## config.mk

```make
export PLATFORM = sky130hd
export DESIGN_NAME = record_packer
export DESIGN_NICKNAME = d
export VERILOG_FILES = /design/src/rtl/record_packer.sv
export SDC_FILE = /design/constraint.sdc
export NUM_CORES = 1
export LEC_CHECK = 0
export ABC_CLOCK_PERIOD_IN_PS = 5200
export CORE_MARGIN = 3
export CORE_UTILIZATION = 56
export CTS_BUF_LIST = sky130_fd_sc_hd__clkbuf_2
export DETAILED_ROUTE_END_ITERATION = 8
export GPL_TIMING_DRIVEN = 0
export MAX_ROUTING_LAYER = met4
export PLACE_DENSITY = 0.82
export SYNTH_ARGS = -nofsm -noshare
export SYNTH_HDL_FRONTEND = slang
export SYNTH_SLANG_ARGS = --single-unit
```

## constraint.sdc

```tcl
create_clock -name clk -period 5.2 [get_ports clk]
set_input_delay 1.04 -clock clk [delete_from_list [all_inputs] [get_ports clk]]
set_output_delay 1.04 -clock clk [all_outputs]
set_load 0.02 [all_outputs]
```

## src/rtl/record_packer.sv

```systemverilog
// Byte-to-record packer: gathers bytes into a record with a status trailer and
// hands finished records to a single registered output stage.
module record_packer #(
    parameter int NBYTES = 6,
    localparam int RW = NBYTES*8+16
) (
    input  logic          clk,
    input  logic          rst_n,
    input  logic          in_valid,
    input  logic [7:0]    in_data,
    input  logic          in_last,
    output logic          in_ready,
    output logic          out_valid,
    output logic [RW-1:0] out_rec,
    input  logic          out_ready
);

    localparam logic [3:0] LAST_IDX = 4'(NBYTES-1);

    logic [NBYTES*8-1:0] buf_q, buf_d, base_buf, new_buf;
    logic [3:0]          cnt_q, cnt_d, base_cnt, fill;
    logic [1:0]          flags_q, flags_d, new_flags;
    logic                hold_q, hold_d;
    logic [7:0]          seq_q, seq_d;
    logic                out_valid_q, out_valid_d;
    logic [RW-1:0]       out_rec_q, out_rec_d;
    logic                out_free, acc, load_held, at_end, done, load_new;

    // Handshakes: a byte moves when in_valid && in_ready, a record when
    // out_valid && out_ready. in_ready depends only on state and out_ready.
    always_comb begin
        out_free  = !out_valid_q || out_ready;
        in_ready  = !hold_q || (out_valid_q && out_ready);
        acc       = in_valid && in_ready;
        load_held = hold_q && out_free;
        // A byte accepted while a held record drains starts a fresh record.
        base_buf  = hold_q ? '0 : buf_q;
        base_cnt  = hold_q ? 4'd0 : cnt_q;
        new_buf   = base_buf;
        for (int i = 0; i < NBYTES; i++) begin
            if (4'(i) == base_cnt) new_buf[i*8 +: 8] = in_data;
        end
        fill      = base_cnt + 4'd1;
        at_end    = (base_cnt == LAST_IDX);
        done      = acc && (at_end || in_last);
        new_flags = {in_last && !at_end, in_last && at_end};
        load_new  = done && out_free && !load_held;
    end

    always_comb begin
        out_valid_d = out_valid_q;
        out_rec_d   = out_rec_q;
        seq_d       = seq_q;
        buf_d       = buf_q;
        cnt_d       = cnt_q;
        flags_d     = flags_q;
        hold_d      = hold_q;

        if (load_held) begin
            out_valid_d = 1'b1;
            out_rec_d   = {buf_q, seq_q, cnt_q, 2'b00, flags_q};
            seq_d       = seq_q + 8'd1;
        end else if (load_new) begin
            out_valid_d = 1'b1;
            out_rec_d   = {new_buf, seq_q, fill, 2'b00, new_flags};
            seq_d       = seq_q + 8'd1;
        end else if (out_ready) begin
            out_valid_d = 1'b0;
        end

        // While holding, cnt_q carries the fill count of the held record.
        if (done && !load_new) begin
            hold_d  = 1'b1;
            buf_d   = new_buf;
            cnt_d   = fill;
            flags_d = new_flags;
        end else if (done) begin
            hold_d  = 1'b0;
            buf_d   = '0;
            cnt_d   = 4'd0;
            flags_d = 2'b00;
        end else if (acc) begin
            hold_d  = 1'b0;
            buf_d   = new_buf;
            cnt_d   = fill;
            flags_d = 2'b00;
        end else if (load_held) begin
            hold_d  = 1'b0;
            buf_d   = '0;
            cnt_d   = 4'd0;
            flags_d = 2'b00;
        end
    end

    always_ff @(posedge clk or negedge rst_n) begin
        if (!rst_n) begin
            buf_q       <= '0;
            cnt_q       <= 4'd0;
            flags_q     <= 2'b00;
            hold_q      <= 1'b0;
            seq_q       <= 8'd0;
            out_valid_q <= 1'b0;
            out_rec_q   <= '0;
        end else begin
            buf_q       <= buf_d;
            cnt_q       <= cnt_d;
            flags_q     <= flags_d;
            hold_q      <= hold_d;
            seq_q       <= seq_d;
            out_valid_q <= out_valid_d;
            out_rec_q   <= out_rec_d;
        end
    end

    assign out_valid = out_valid_q;
    assign out_rec   = out_rec_q;

endmodule

```

Word level (Yosys, flattened, before mapping)
Index checks and enable logic that the tools add are counted.
Widths: inputs -> output; s select.
{ "totals": {"latch_bits": 0, "mem_bits_rw": 0, "input_bits": 13, "elab_cells": 67, "ff_bits": 128, "mem_bits_ro": 0, "memories": 0} }
{ "classes": {"n_eq_ne": 6, "n_reduce_logical": 21, "div_mod_pow": 0, "addsub": 2, "order_cmp": 0, "n_bitwise": 0, "mul": 0, "muxes": 31, "shifts": 0} }
{ "ops": {"columns": ["op", "n"], "rows": [
  ["$mux 48", 5],
  ["$mux 64", 2],
  ["$mux 8", 8],
  ["$mux 4", 5],
  ["$logic_and 1x1->1", 9],
  ["$add 8x1->8 const B", 1],
  ["$eq 2x4->1 const A", 2],
  ["$eq 3x4->1 const A", 2],
  ["$mux 2", 4],
  ["$mux 1", 7],
  ["$logic_not 1->1", 5],
  ["$add 4x1->4 const B", 1],
  ["$eq 1x4->1 const A", 1],
  ["$eq 4x3->1 const B", 1],
  ["$logic_not 4->1", 1],
  ["$reduce_bool 4->1", 1],
  ["$logic_or 1x1->1", 3],
  ["$reduce_bool 3->1", 1],
  ["$reduce_bool 2->1", 1]
]} }

Depth between registers and ports, before layout
{ "depth": {"ltp_word": 9, "depth_mapped": 11, "mapped_depth_nobuf": 8} }

Worst setup path before layout
Ideal clock, no wire load.
{ "synth_timing": {"path_kind": "input port to output port", "from": "in out_ready", "to": "out in_ready", "path_buffers": 0, "cell_stages": 2, "path_slack_ns": 2.911, "arrival_time_ns": 1.249, "cell_sequence": "nand2_1 -> nand2_1"} }
{ "synth_between": {"elab_chain_len": 2} }
{ "synth_rtl": {"columns": ["element", "line_no", "text"], "rows": [
  ["start, declared", "15", "input logic out_ready"],
  ["$logic_and 1x1->1", "33", "in_ready = !hold_q || (out_valid_q && out_ready);"],
  ["$logic_or 1x1->1", "33", null],
  ["end, declared", "12", "output logic in_ready,"]
]} }
Every way passes these cells.

Worst setup path after layout
Ends and elaborated chain as after synthesis.

==> impl_metrics.tcl <==
set metrics [dict create \
    multiInputGateArea_mm2 0.00215 \
    drtIter0Drc 393 \
    finalCritPeriodShare_pct 65.1 \
    worstSetupEndpointType "primary output" \
    nFillCells 734 \
    synthCells 483 \
    avgSynthCellArea_um2 11.5 \
    cts_tree "yes" \
    grt_pass1_wl_um 22800 \
    cts_made_buffers 17 \
    placed_cells 690 \
    n_antenna_cell 0 \
    leakagePower_nw 2.97 \
    area_delta_synth_final_pct 20.2 \
    final-seq-area_mm2 0.00315 \
    dp_hpwl_um 9140 \
    drc_errors 0 \
    status "completed" \
    overflow 0 \
    worst_ep_arrival_time_ps 2350 \
    hold_viol 0 \
    max_freq_ghz 0.295 \
    wl_met2_um 6320 \
    clkSinkCount 126 \
    synth-main-ff-cell "dfrtp_1" \
    setup_viol 0 \
    die_h_um 106 \
    max_cap_violations 0 \
    drive_gt1_share_pct 16.6 \
    ys_ff_latch 126 \
    place_congestion 0.879 \
    period_minus_slack_ps 3390 \
    synth_edf_count 0 \
    drt_pass1_iterations 6 \
    slew_violations 0 \
    p_per_area_mw_per_mm2 475 \
    ant_nets 0 \
    fin_cells 720 \
    routedWlPerCell_um 18.8 \
    initial_core_util_pct 58.7 \
    dieArea_mm2 0.0112 \
    pin_count 79 \
    synth_cell_types 51 \
    path_clk_slew_ps 190 \
    post_cts.repair.setup_buffers 0 \
    die_w_um 106 \
    hp-class "in2async" \
    worst_hold_slack_ps 191 \
    ys_async_sr_fraction_pct 100 \
    ctsHoldBuffers 0 \
    antenna_found_initial 0 \
    viasPerCell 6.18 \
    nNetsFinal 598 \
    post_cts_resized 0 \
    peakVddDrop_v 0.000222 \
    critical_path_class "in2out" \
    met1_length_um 6010 \
    postLayoutCoreUtil_pct 70.6 \
    finalClockSkew_ps 34.9 \
    ys_seq_area_share_pct 56.7 \
    route.met3.wl_um 1100 \
    routed_wl_um 13500 \
    tightestPinTransition_ps 700 \
    dpl_worst_slack_ps 1800 \
    cp_max_fo 6 \
    numPortBuffers 76 \
    grt_usage_pct 26.5 \
    netlist_area_mm2 0.00556 \
    clk_path_buf_depth 2 \
    grt_max_degree 105 \
    first_global_vias 4355 \
    cts_root_buffer "clkbuf_2" \
    num_vias 4448 \
    setup_tns_ps 0 \
    rsz0062_at_grt "false" \
    setup_ws_ps 1810 \
    slew_headroom_pct 53.3 \
    worst_setup_path_start_kind "primary input" \
    coreArea_mm2 0.00946 \
    crit_required_ps 4160 \
    ctsHtreeMaxLevel 4 \
    yosys_warnings 0 \
    clk_latency_ps 660 \
    routed.top_layer "met4" \
    num_rows 35 \
]
[per-layer routing]
layer	track usage [%]	up-vias
li1	-	1991
met1	38.8	2230
met2	38.8	209
met3	5.94	18
met4	5.00	0
met5	-	-
[metrics by stage]
step | power (mW) | instance area, µm²
after global routing | 3.36 | 6680
after global placement | 2.67 | 6480
after floorplan | 2.15 | 5560
final | 3.18 | 6680
after CTS | 3.18 | 6680
after detailed placement | 2.71 | 6510
[worst max-delay path: stages]
cell and delay (ps):
clkdlybuf4s50_1 570, nand2_1 80, nand2_1 70, clkdlybuf4s50_1 590
[worst paths after layout]
path | startpoint | end | slack [ps] | depth (start not counted)
max in group asynchronous | rst_n | cnt_q[1] | 4240 | 2
max reg2reg | hold_q | out_rec[33] | 2540 | 10
max | out_ready | in_ready | 1810 | 4
min reg2reg | seq_q[7] | seq_q[7] | 510 | 1
min | rst_n | out_rec[14] | 190 | 1
min in group clk | seq_q[7] | seq_q[7] | 510 | 1
[layout by cell type, fill, tap and decap left out, types with 4 or more instances in the layout]
cell / instances
a21oi_1: 54
a21oi_2: 10
a22o_1: 51
a22oi_1: 50
and3_1: 7
buf_2: 23
buf_4: 11
buf_6: 5
clkbuf_2: 18
clkdlybuf4s50_1: 75
clkinv_2: 5
clkinvlp_4: 4
dfrtp_1: 126
ha_1: 5
mux2_2: 9
nand2_1: 10
nand4_1: 5
nor2_1: 56
o21a_1: 5
xnor2_1: 7
[where the power goes]
part / internal (mW) / switching (mW)
Sequential: 1.24 / 0.178
Clock: 0.115 / 0.363
Combinational: 0.590 / 0.687
[logic make-up after synthesis]
| family | share of synthesized area [%] |
|---|---|
| AO/OA/AOI/OAI | 25.0 |
| buffers and inverters | 4.71 |
| multiplexers | 2.00 |
| other | 0.0675 |
| flip-flops | 56.7 |
| adder cells (fa/ha/maj) | 1.31 |
| XOR/XNOR | 1.42 |
| AND/OR/NAND/NOR | 8.78 |
[state kept, by name, indices dropped and copies added, names as in the netlist]
register and flops:
out_rec 62, buf_q 48, seq_q 8, cnt_q 4, flags_q 2, hold_q 1
out_valid 1
[synthesized netlist by cell type, types with 3 or more instances]
library cell	number	area (µm²)
a22oi_1	50	375
nor2b_1	3	18.8
xnor2_1	7	61.3
a21oi_1	54	270
o21ai_0	3	15.0
nand4_1	5	31.3
nor2_1	56	210
o22ai_1	3	18.8
buf_4	11	82.6
o21a_1	5	37.5
buf_6	4	45.0
dfrtp_1	126	3150
nand2_1	10	37.5
mux2_2	9	101
inv_1	3	11.3
and3_1	7	43.8
a22o_1	51	447
buf_2	23	115
ha_1	5	62.6
a21oi_2	10	87.6
a211oi_1	3	22.5
[area by class of cell]
class                   count  area share, %
plain buffers              39           3.69
clock buffers              18           1.35
multi-input cells         315           32.1
clock inverters            12           1.14
flip-flops and latches    126           47.2
inverters                   4          0.225
well taps                 129           2.42
repair buffers             77           11.8
(Power assumes the default switching activity.)
